===== config.mk =====
export PLATFORM = sky130hd
export DESIGN_NAME = t48_timer_counter
export DESIGN_NICKNAME = d
export VERILOG_FILES = /design/src/rtl/t48_timer_counter.sv
export SDC_FILE = /design/constraint.sdc
export NUM_CORES = 1
export LEC_CHECK = 0
export ABC_AREA = 1
export BUFFER_PORTS_ARGS = -buffer_cell sky130_fd_sc_hd__buf_2
export CAP_MARGIN = 20
export CORE_ASPECT_RATIO = 1.1
export CORE_UTILIZATION = 56
export DETAILED_ROUTE_END_ITERATION = 6
export PLACE_DENSITY_LB_ADDON = 0.3
export SYNTH_ARGS = -nofsm -noshare
export SYNTH_HDL_FRONTEND = slang
export SYNTH_SLANG_ARGS = --single-unit

===== constraint.sdc =====
create_clock -name clk_i -period 3.6 [get_ports clk_i]
set_clock_uncertainty 0.05 [all_clocks]
set_input_delay 0.18 -clock clk_i [delete_from_list [all_inputs] [get_ports clk_i]]
set_output_delay 0.18 -clock clk_i [all_outputs]
set_load 0.02 [all_outputs]

===== src/rtl/t48_timer_counter.sv =====
// ---------------------------------------------------------------------------
// t48_timer_counter
//   8-bit timer / event counter of the T48 core.
//   Timer mode: advances once every 2**PRE_W machine cycles, paced by the
//   machine-state strobe coming from the clock controller.
//   Counter mode: advances once per machine cycle in which at least one
//   falling edge was seen on T1.
//   On an FF->00 wrap it sets a sticky flag and emits a one-clock pulse.
//
// Ports
//   clk_i          system clock
//   res_i          asynchronous active-low reset
//   en_clk_i       machine-state enable, one clk_i per machine state
//   mstate_i[2:0]  current machine state (0..4 = MSTATE1..MSTATE5)
//   t1_i           T1 pin, already synchronised to clk_i
//   data_i[7:0]    load value for write_timer_i
//   write_timer_i  load data_i into the timer
//   start_timer_i  enter timer mode, prescaler cleared
//   start_cnt_i    enter counter mode, prescaler kept
//   stop_tcnt_i    stop counting
//   clear_flag_i   clear the sticky timer flag
//   data_o[7:0]    current timer value
//   timer_flag_o   sticky overflow flag
//   overflow_o     overflow pulse, one clk_i cycle
// ---------------------------------------------------------------------------
// Mode FSM
//   state       | meaning
//   ST_STOPPED  | nothing advances; prescaler held
//   ST_TIMER    | prescaler advances at TICK_STATE, timer on prescaler wrap
//   ST_COUNTER  | timer advances at TICK_STATE if a T1 falling edge was seen
// ---------------------------------------------------------------------------
module t48_timer_counter #(
  parameter int unsigned PRE_W      = 5,
  parameter logic [2:0]  TICK_STATE = 3'b010
) (
  input  logic       clk_i,
  input  logic       res_i,
  input  logic       en_clk_i,
  input  logic [2:0] mstate_i,
  input  logic       t1_i,
  input  logic [7:0] data_i,
  input  logic       write_timer_i,
  input  logic       start_timer_i,
  input  logic       start_cnt_i,
  input  logic       stop_tcnt_i,
  input  logic       clear_flag_i,
  output logic [7:0] data_o,
  output logic       timer_flag_o,
  output logic       overflow_o
);

  typedef enum logic [1:0] {
    ST_STOPPED = 2'd0,
    ST_TIMER   = 2'd1,
    ST_COUNTER = 2'd2
  } mode_t;

  mode_t            r_mode, w_mode_nxt;
  logic [PRE_W-1:0] r_prescaler, w_prescaler_nxt;
  logic [7:0]       r_timer, w_timer_nxt;
  logic             r_t1_q;
  logic             r_edge_pend, w_edge_pend_nxt;
  logic             r_flag, w_flag_nxt;
  logic             r_overflow, w_overflow_nxt;
  logic             w_tick;
  logic             w_fall;
  logic             w_inc;

  always_ff @(posedge clk_i or negedge res_i) begin
    if (!res_i) begin
      r_mode      <= ST_STOPPED;
      r_prescaler <= '0;
      r_timer     <= 8'h00;
      r_t1_q      <= 1'b0;
      r_edge_pend <= 1'b0;
      r_flag      <= 1'b0;
      r_overflow  <= 1'b0;
    end else begin
      // overflow pulse is re-evaluated on every clk_i so it lasts one clock
      r_overflow <= w_overflow_nxt;
      if (en_clk_i) begin
        r_mode      <= w_mode_nxt;
        r_prescaler <= w_prescaler_nxt;
        r_timer     <= w_timer_nxt;
        r_t1_q      <= t1_i;
        r_edge_pend <= w_edge_pend_nxt;
        r_flag      <= w_flag_nxt;
      end
    end
  end

  always_comb begin
    w_mode_nxt      = r_mode;
    w_prescaler_nxt = r_prescaler;
    w_timer_nxt     = r_timer;
    w_edge_pend_nxt = r_edge_pend;
    w_flag_nxt      = r_flag;
    w_overflow_nxt  = 1'b0;
    w_inc           = 1'b0;
    w_tick          = en_clk_i && (mstate_i == TICK_STATE);
    w_fall          = r_t1_q & ~t1_i;

    if (en_clk_i) begin
      // advance under the mode held at the start of this machine state;
      // commands below only change what happens from the next state on
      case (r_mode)
        ST_TIMER: begin
          if (w_tick) begin
            w_prescaler_nxt = r_prescaler + 1'b1;
            w_inc           = &r_prescaler;
          end
        end
        ST_COUNTER: begin
          if (w_tick) begin
            // an edge arriving in the tick state itself is counted now
            w_inc           = r_edge_pend | w_fall;
            w_edge_pend_nxt = 1'b0;
          end else if (w_fall) begin
            w_edge_pend_nxt = 1'b1;
          end
        end
        default: ;
      endcase

      // a load discards a coincident increment and its overflow
      if (write_timer_i) begin
        w_timer_nxt = data_i;
      end else if (w_inc) begin
        w_timer_nxt    = r_timer + 8'd1;
        w_overflow_nxt = &r_timer;
      end

      if (w_overflow_nxt) begin
        w_flag_nxt = 1'b1;
      end else if (clear_flag_i) begin
        w_flag_nxt = 1'b0;
      end

      if (stop_tcnt_i) begin
        w_mode_nxt      = ST_STOPPED;
        w_edge_pend_nxt = 1'b0;
      end else if (start_timer_i) begin
        w_mode_nxt      = ST_TIMER;
        w_prescaler_nxt = '0;
      end else if (start_cnt_i) begin
        w_mode_nxt = ST_COUNTER;
      end
    end
  end

  assign data_o       = r_timer;
  assign timer_flag_o = r_flag;
  assign overflow_o   = r_overflow;

endmodule


==> impl_metrics.json, run 1 <==
{
  "outcome": "finished, final reports clean",
  "path_clk_slew_ps": 110,
  "cts_resized": 0,
  "ys_warn_count": 0,
  "hold_class": "input pin to flip-flop",
  "max_slew.worst_pin.slew_ps": 436,
  "cts_buffer_depth": 2,
  "detailed_place.area_sq_mm": 0.00136,
  "worstSkewPairLatency_ps": 300,
  "row_count": 17,
  "drv_slew": 0,
  "cts_setup_buffers": 0,
  "grt_usage_pct": 26.4,
  "io_pins": 30,
  "start_util_pct": 59.4,
  "vias": 1160,
  "cts_tree": "done",
  "syn_inst": 166,
  "routed_wl_um": 2590,
  "nets": 224,
  "design_area_sq_mm": 0.00139,
  "die_y_um": 50.3,
  "relSlewSlack_pct": 70.9,
  "final_cells": 226,
  "synth-seq-cells": 19,
  "dp_slack_ps": 1870,
  "syn-num-nets": 191,
  "synth_top_area_share_pct": 40.0,
  "h-tree-depth": 1,
  "critPathArrivalTime_ps": 1890,
  "final_common_cell": "nand2_1",
  "endpoint_kind": "flip-flop",
  "final-setup-viol-count": 0,
  "yosys.area.top_type": "dfrtp_1",
  "ir_drop_v": 0.000276,
  "drc": 0,
  "clock-sinks": 19,
  "grt_pass1_vias": 1156,
  "wl_per_cell_um": 11.5,
  "path_class": "flip-flop to flip-flop",
  "diodes": 0,
  "p_leak_nw": 0.766,
  "p_per_area_mw_per_mm2": 363,
  "dieArea_sq_mm": 0.00231,
  "drtPass1Iterations": 4,
  "finalCriticalPeriod_ps": 1740,
  "core_area_sq_mm": 0.00200,
  "critPathMaxFanout": 8,
  "fin_util_pct": 69.7,
  "grt_antenna_before_repair": 0,
  "drt-initial-drc-count": 10,
  "setup_slack_ps": 1860,
  "grt_pass1_wl_um": 4440,
  "grt_setup_unrepaired": "false",
  "hold_slack_ps": 4.15,
  "portBuffers": 29,
  "startpoint_type": "flip-flop",
  "area_growth_pct": 17.4,
  "final.period_utilization_pct": 48.2,
  "fin_tns_setup_ps": 0,
  "die_w_um": 45.9,
  "fmax_mhz": 576,
  "root_buffer": "clkbuf_4",
  "syn_avg_cell_area_sq_um": 7.15,
  "place.gp.congestion": 0.840,
  "drive_above_1_share_pct": 21.2,
  "dp_cells": 221,
  "dp_hpwl_um": 1990,
  "overflow": 0,
  "yosysSeqAreaShare_pct": 40.0,
  "cts_buffers": 3,
  "syn_area_sq_mm": 0.00119,
  "synth_area_leaders": "dfrtp_1 40%, nand2_1 19%, nand3_1 6.3%",
  "grt_max_degree": 20,
  "power_mw": 0.506,
  "cts_hold_buf": 1,
  "ant_nets": 0,
  "max_cap_violations": 0,
  "viasPerCell": 5.13,
  "crit_required_ps": 3750,
  "hold_viol_final": 0,
  "final_cell_mix": "61 x nand2_1, 29 x buf_2, 19 x dfrtp_1, 18 x nor2_1, 17 x inv_1",
  "synthDistinctLibCells": 23
}
-- kinds of logic after synthesis --
| family | count (synthesis) | share of synthesized area (%) |
|---|---|---|
| AOI/OAI and AO/OA | 17 | 8.64 |
| xor gates and xnor gates | 1 | 0.738 |
| adders and majority gates | 5 | 5.27 |
| buffers and inverters | 20 | 6.64 |
| DFF | 19 | 40.0 |
| and+or+nand+nor | 104 | 38.7 |
-- final timing paths --
path	from	end	slack, ps	depth (start not counted)
max in group asynchronous	res_i	r_prescaler[0]	2910	2
max reg2reg	r_prescaler[0]	data_o[7]	1860	11
min	stop_tcnt_i	r_edge_pend	4	2
min in group asynchronous	res_i	data_o[2]	290	2
max	r_prescaler[0]	data_o[7]	1860	11
min reg2reg	timer_flag_o	timer_flag_o	460	2
-- area by class of cell --
cell class | instances | area (sq um)
Clock buffer | 3 | 22.5
Clock inverter | 1 | 5.00
Fill cell | 194 | 606
Inverter | 18 | 67.6
Multi-Input combinational cell | 127 | 633
Sequential cell | 19 | 475
Tap cell | 28 | 35.0
Timing Repair Buffer | 30 | 155
-- Yosys cell counts, drive strengths merged --
library cell	instances
or2	1
a21oi	4
ha	5
buf	1
xnor2	1
o22ai	1
o21ai	10
nand2	65
nor2	19
inv	18
nor3	1
nand4	2
clkbuf	1
nand3	16
o21bai	2
dfrtp	19
-- routing by layer --
| layer | global-route usage, % | share of wire, % | up-vias |
|---|---|---|---|
| met1 | 28.2 | 41 | 546 |
| met3 | 2.16 | 2.2 | 4 |
| met5 | 0 | 0 | - |
| met4 | 9.31 | 1.1 | 0 |
| li1 | - | - | 592 |
| met2 | 50.7 | 55 | 18 |
-- state kept, by name, indices dropped and copies added (netlist names) --
| name | count |
|---|---|
| r_mode | 2 |
| r_prescaler | 5 |
| data_o | 8 |
| timer_flag_o | 1 |
| r_edge_pend | 1 |
| overflow_o | 1 |
| r_t1_q | 1 |
-- power breakdown --
group	internal [mW]	switching, mW	leakage [nW]	total (mW)
Clock	0.0415	0.0702	0.0177	0.112
Combinational	0.0501	0.0820	0.498	0.132
Sequential	0.234	0.0283	0.250	0.263
Total	0.326	0.180	0.766	0.506
-- worst max-delay path, cell delays in order, from the launching register on --
cell,delay [ps]
dfrtp_1,410
ha_1,180
nand2_1,70
nor2_1,100
ha_1,150
nor2_1,40
nor2_1,200
nand3_4,130
nand2_4,100
nand2_4,90
nand2_1,80
nand2_1,50
(Power assumes the default switching activity.)
==> run 2: changes to the inputs <==
--- a/config.mk
+++ b/config.mk
@@ -9,7 +9,7 @@
 export BUFFER_PORTS_ARGS = -buffer_cell sky130_fd_sc_hd__buf_2
 export CAP_MARGIN = 20
 export CORE_ASPECT_RATIO = 1.1
-export CORE_UTILIZATION = 56
+export CORE_UTILIZATION = 52
 export DETAILED_ROUTE_END_ITERATION = 6
 export PLACE_DENSITY_LB_ADDON = 0.3
 export SYNTH_ARGS = -nofsm -noshare
==> constraint.sdc (replaced) <==
create_clock -name clk_i -period 1.7 [get_ports clk_i]
set_clock_uncertainty 0.05 [all_clocks]
set_input_delay 0.085 -clock clk_i [delete_from_list [all_inputs] [get_ports clk_i]]
set_output_delay 0.085 -clock clk_i [all_outputs]
set_load 0.02 [all_outputs]
==> run 2 against run 1 <==
  * The run now ends with hold timing, setup timing left
  * Sequential share of layout area shrank 1.4 points
  * Global-route usage shrank 2.1 points
  * Wire length grew 1.7%
  * Via count shrank 0.26%
  * Core utilization is essentially flat
  * Power grew 110%
  * Non-clock buffer count grew 4
  * Clock power grew 110%
  * Die area grew 7.4%
  * Design area grew 4.3%
  * Sequential power grew 110%
  * Largest power group unchanged
==> impl_metrics.json, run 2 (same netlist as run 1, synthesis figures left out) <==
{
  "pwr-share-clk_pct": 21.6,
  "p_switching_mw": 0.383,
  "drive_above_1_share_pct": 25.7,
  "ir_drop_v": 0.000488,
  "setup_slack_ps": -22.5,
  "switching_share_pct": 35.3,
  "final.period_utilization_pct": 101,
  "diodes": 0,
  "io_pins": 30,
  "wl_per_cell_um": 11.5,
  "dp_cells": 222,
  "cts_tree": "done",
  "largest_reg_flops": 8,
  "routed_wl_um": 2640,
  "hold_class": "input pin to flip-flop",
  "critPathMaxFanout": 8,
  "drv_slew": 0,
  "power_frac_comb_pct": 27.1,
  "hold_slack_ps": -1.90,
  "vias": 1157,
  "portBuffers": 29,
  "core_area_sq_mm": 0.00208,
  "startpoint_type": "flip-flop",
  "grt_pass1_vias": 1060,
  "crit_family": "simple AND/OR/NAND/NOR gates",
  "die_y_um": 52.1,
  "relSlewSlack_pct": 70.4,
  "detailed_place.area_sq_mm": 0.00136,
  "grt_max_degree": 20,
  "final_cell_mix": "57 x nand2_1, 29 x buf_2, 19 x dfrtp_1, 17 x inv_1, 16 x nor2_1",
  "design_area_sq_mm": 0.00145,
  "fmax_mhz": 581,
  "max_cap_violations": 0,
  "viasPerCell": 5.03,
  "ant_nets": 0,
  "dp_slack_ps": -11.5,
  "power_frac_seq_pct": 51.3,
  "critPathArrivalTime_ps": 1880,
  "drt-initial-drc-count": 24,
  "hold_viol_final": 1,
  "grt_usage_pct": 24.2,
  "clock-sinks": 19,
  "violations": "hold timing, setup timing",
  "nets": 228,
  "die_w_um": 47.6,
  "drtPass1Iterations": 4,
  "worstSkewPairLatency_ps": 300,
  "outcome": "finished with violations",
  "dp_hpwl_um": 1930,
  "final-setup-viol-count": 3,
  "path_cells": "ha_2 -> nand2_2 -> nor2_2 -> ha_2 -> nor2_1 -> nor2_2 -> nand3_4 -> nand2_4 -> nand2_8 -> nand2_1 -> nand2_1",
  "final_common_cell": "nand2_1",
  "worst-path-buf-inv": 0,
  "max_slew.worst_pin.slew_ps": 444,
  "drc": 0,
  "area_growth_pct": 22.4,
  "path_class": "flip-flop to flip-flop",
  "row_count": 17,
  "busiest_layer": "met2",
  "globalRouteMet1Util_pct": 27.3,
  "start_util_pct": 57.0,
  "cpPeakStageDelay_ps": 390,
  "grt_setup_unrepaired": "true",
  "power_mw": 1.09,
  "intPower_mw": 0.703,
  "multi_input_area_sq_um": 662,
  "fillers": 191,
  "path_clk_slew_ps": 110,
  "met2_usage_pct": 43.4,
  "h-tree-depth": 1,
  "crit_required_ps": 1860,
  "regArea_sq_um": 475,
  "p_per_area_mw_per_mm2": 747,
  "overflow": 0,
  "cts_buffer_depth": 2,
  "final_cells": 230,
  "grt_pass1_wl_um": 4240,
  "finalCriticalPeriod_ps": 1720,
  "root_buffer": "clkbuf_4",
  "dieArea_sq_mm": 0.00248,
  "endpoint_kind": "flip-flop",
  "cts_buffers": 3,
  "fin_tns_setup_ps": -36.7,
  "grt_antenna_before_repair": 0,
  "p_leak_nw": 0.774,
  "cp_slowest_cell": "dfrtp_1",
  "use_met3_pct": 2.78,
  "place.gp.congestion": 0.904
}
==> run 2: cell types whose count changed in the layout (fill, tap and decap cells not counted), sizes merged <==
cell         previous run  this run
buf                    29        32
clkbuf                  3         4
clkinv                  1         0
dlygate4sd3             1         2
==> run 2: power by group through the flow <==
stage / sequential, mW / clock (mW) / combinational (mW)
after CTS: 0.554 / 0.237 / 0.288
final: 0.557 / 0.234 / 0.294
after global routing: 0.566 / 0.258 / 0.334
after detailed placement: 0.563 / 0 / 0.281
after global placement: 0.562 / 0 / 0.273
after floorplan: 0.592 / 0 / 0.147
==> run 2: path summary, 6_finish.rpt <==
check                               startpoint              to  slack (ps)  cells past startpoint
worst max-delay path            r_prescaler[1]       data_o[5]         -20                     11
worst min-delay path              clear_flag_i    timer_flag_o          -2                      4
worst max register to register  r_prescaler[1]       data_o[5]         -20                     11
worst min register to register    timer_flag_o    timer_flag_o         440                      2
max in group asynchronous                res_i  r_prescaler[0]        1090                      2
min in group asynchronous                res_i       data_o[5]         200                      2
==> run 2: metal layers <==
layer  up-vias  part of all wire [%]
met1       534                    42
met4         0                   1.1
met2        22                    53
met5         -                     0
met3         4                   3.1
li1        597                     -
==> run 2: metrics by stage <==
step / hold WS [ps] / util, %
after floorplan: -261 / -
after detailed placement: -0.200 / 65.4
after CTS: 0.912 / 67.8
final: -1.90 / 69.7
after global routing: 4.00 / 69.7
after global placement: -6.90 / 65.4
==> run 2: tightest hold or removal path, delay by kind of cell <==
family          cells  cell delay [ps]
compound gates      1               60
buf+inv             1               70
simple gates        2               90
==> run 2: final cells by class <==
| class | instances | area share, % |
|---|---|---|
| inverter | 18 | 4.65 |
| sequential | 19 | 32.7 |
| multi-input combinational | 127 | 45.5 |
| clock buffer | 4 | 1.81 |
| tap | 28 | 2.41 |
| timing repair buffer | 34 | 12.9 |
==> run 2: repair_timing <==
item / CTS / global route
gates resized for setup: 1 / 8
hold buffers: 2 / 0
endpoints found under the setup margin: 5 / 9
endpoints found under the hold margin: 20 / 0
setup buffers: 0 / 2
pin swaps: 0 / 1
==> run 3: changes to the inputs <==
--- a/config.mk
+++ b/config.mk
@@ -9,7 +9,8 @@
 export BUFFER_PORTS_ARGS = -buffer_cell sky130_fd_sc_hd__buf_2
 export CAP_MARGIN = 20
 export CORE_ASPECT_RATIO = 1.1
-export CORE_UTILIZATION = 52
+export CORE_UTILIZATION = 54
+export CTS_BUF_LIST = sky130_fd_sc_hd__clkbuf_2
 export DETAILED_ROUTE_END_ITERATION = 6
 export PLACE_DENSITY_LB_ADDON = 0.3
 export SYNTH_ARGS = -nofsm -noshare
==> run 3 against run 2 <==
  * The run still ends with hold timing, setup timing left
  * Setup slack improved by 17 ps
  * Non-clock buffer count rose by 1
  * First-iteration DRC count fell by 8.3%
  * Wire length rose by 0.91%
  * Fmax rose by 0.98%
  * Sequential share of layout area rose by 0.17 points
  * Register-to-register slack improved by 20 ps
  * Hold slack got worse by 19 ps
  * Largest cell class unchanged
==> impl_metrics.json, run 3 (same netlist as run 1, synthesis figures left out) <==
{
  "violations": "hold timing, setup timing",
  "path_clk_slew_ps": 190,
  "relSlewSlack_pct": 72.6,
  "pwr-share-clk_pct": 18.7,
  "die_w_um": 46.7,
  "startpoint_type": "flip-flop",
  "p_switching_mw": 0.384,
  "largest_reg_flops": 8,
  "cts_buffers": 3,
  "power_frac_comb_pct": 28.1,
  "drv_slew": 0,
  "hold_slack_ps": -20.6,
  "grt_setup_unrepaired": "true",
  "h-tree-depth": 1,
  "core_area_sq_mm": 0.00204,
  "intPower_mw": 0.665,
  "nets": 229,
  "p_leak_nw": 0.781,
  "crit_path_start": "r_prescaler[1]",
  "drtPass1Iterations": 4,
  "drc": 0,
  "vias": 1184,
  "endpoint_kind": "flip-flop",
  "routed_wl_um": 2660,
  "place.gp.congestion": 0.858,
  "clock-sinks": 19,
  "cts_tree": "done",
  "worstSkewPairLatency_ps": 310,
  "r2r-start": "r_prescaler[1]",
  "ir_drop_v": 0.000472,
  "crit_required_ps": 1880,
  "dieArea_sq_mm": 0.00239,
  "cpPeakStageDelay_ps": 410,
  "grt_pass1_vias": 1030,
  "die_y_um": 51.2,
  "finalCriticalPeriod_ps": 1710,
  "setup_slack_ps": -5.79,
  "ant_nets": 0,
  "start_util_pct": 58.1,
  "hold_class": "input pin to flip-flop",
  "grt_antenna_before_repair": 0,
  "area_growth_pct": 21.8,
  "diodes": 0,
  "final_common_cell": "nand2_1",
  "fin_util_pct": 70.8,
  "switching_share_pct": 36.6,
  "hold_start": "clear_flag_i",
  "grt_usage_pct": 24.4,
  "grt_pass1_wl_um": 4170,
  "final-setup-viol-count": 1,
  "path_cells": "ha_2 -> nand2_2 -> nor2_2 -> ha_2 -> nor2_1 -> nor2_2 -> nand3_4 -> nand2_4 -> nand2_4 -> nand2_1 -> nand2_1",
  "final.period_utilization_pct": 100,
  "critPathArrivalTime_ps": 1890,
  "grt_max_degree": 20,
  "viasPerCell": 5.13,
  "dp_cells": 222,
  "io_pins": 30,
  "max_cap_violations": 0,
  "power_frac_seq_pct": 53.3,
  "portBuffers": 29,
  "max_slew.worst_pin.slew_ps": 411,
  "overflow": 0,
  "outcome": "finished with violations",
  "final_cell_mix": "59 x nand2_1, 29 x buf_2, 19 x dfrtp_1, 17 x inv_1, 16 x nor2_1",
  "row_count": 17,
  "drt-initial-drc-count": 22,
  "cp_slowest_cell": "dfrtp_1",
  "path_class": "flip-flop to flip-flop",
  "final_cells": 231,
  "root_buffer": "clkbuf_2",
  "p_per_area_mw_per_mm2": 725,
  "hold_viol_final": 1,
  "wl_per_cell_um": 11.5,
  "cts_buffer_depth": 2,
  "fmax_mhz": 586,
  "drive_above_1_share_pct": 24.6,
  "dp_hpwl_um": 2010,
  "critPathMaxFanout": 8
}
[run 3: final timing paths]
kind | to | slack (ps) | depth (start not counted)
worst max register to register | data_o[6] | -6 | 11
min in group asynchronous | data_o[3] | 150 | 2
max in group asynchronous | r_prescaler[4] | 1160 | 2
worst min register to register | timer_flag_o | 470 | 2
worst min-delay path | timer_flag_o | -20 | 4
worst max-delay path | data_o[6] | -6 | 11
[run 3: cell type report]
type	count	area, sq um
Clock buffer	3	15.0
Inverter	18	67.6
Sequential cell	19	475
Multi-Input combinational cell	127	648
Tap cell	28	35.0
Fill cell	195	596
Clock inverter	1	5.00
Timing Repair Buffer	35	200
[run 3: metrics by stage]
stage          cell area, sq um  hold slack (ps)  total power [mW]  setup slack (ps)  setup TNS (ps)
5_1_grt                    1450             4.62              1.11              -117            -727
2_1_floorplan              1190             -261             0.739               124               0
4_1_cts                    1430             6.35              1.05              27.6               0
6_report                   1450            -20.6              1.05             -5.79           -5.79
3_5_place_dp               1360            -6.95             0.850             -4.79           -4.79
3_3_place_gp               1360            -10.9             0.834              78.1               0
[run 3: metal layers]
layer	GRT usage [%]	up-vias	part of all wire (%)
li1	-	599	-
met1	27.8	545	41
met5	0	-	0
met3	2.47	8	3.4
met4	11.9	0	2.3
met2	43.3	32	53
[run 3: power groups by stage]
stage          Sequential (mW)  Clock, mW  Combinational (mW)
3_5_place_dp             0.565          0               0.285
4_1_cts                  0.557      0.200               0.295
3_3_place_gp             0.562          0               0.272
2_1_floorplan            0.592          0               0.147
5_1_grt                  0.565      0.220               0.329
6_report                 0.559      0.196               0.294
[run 3: what timing repair did]
item,4_1_cts,5_1_grt
setup endpoints to repair,8,9
hold endpoints to repair,22,0
resized for setup,1,6
buffers inserted,0,1
hold buffers,4,0
[run 3: critical path: cells and delay by family, from the launching register on]
kind	cells	cell delay, ps
AND/OR/NAND/NOR	9	810
adder cells (fa/ha/maj)	2	370
flip-flops	1	410
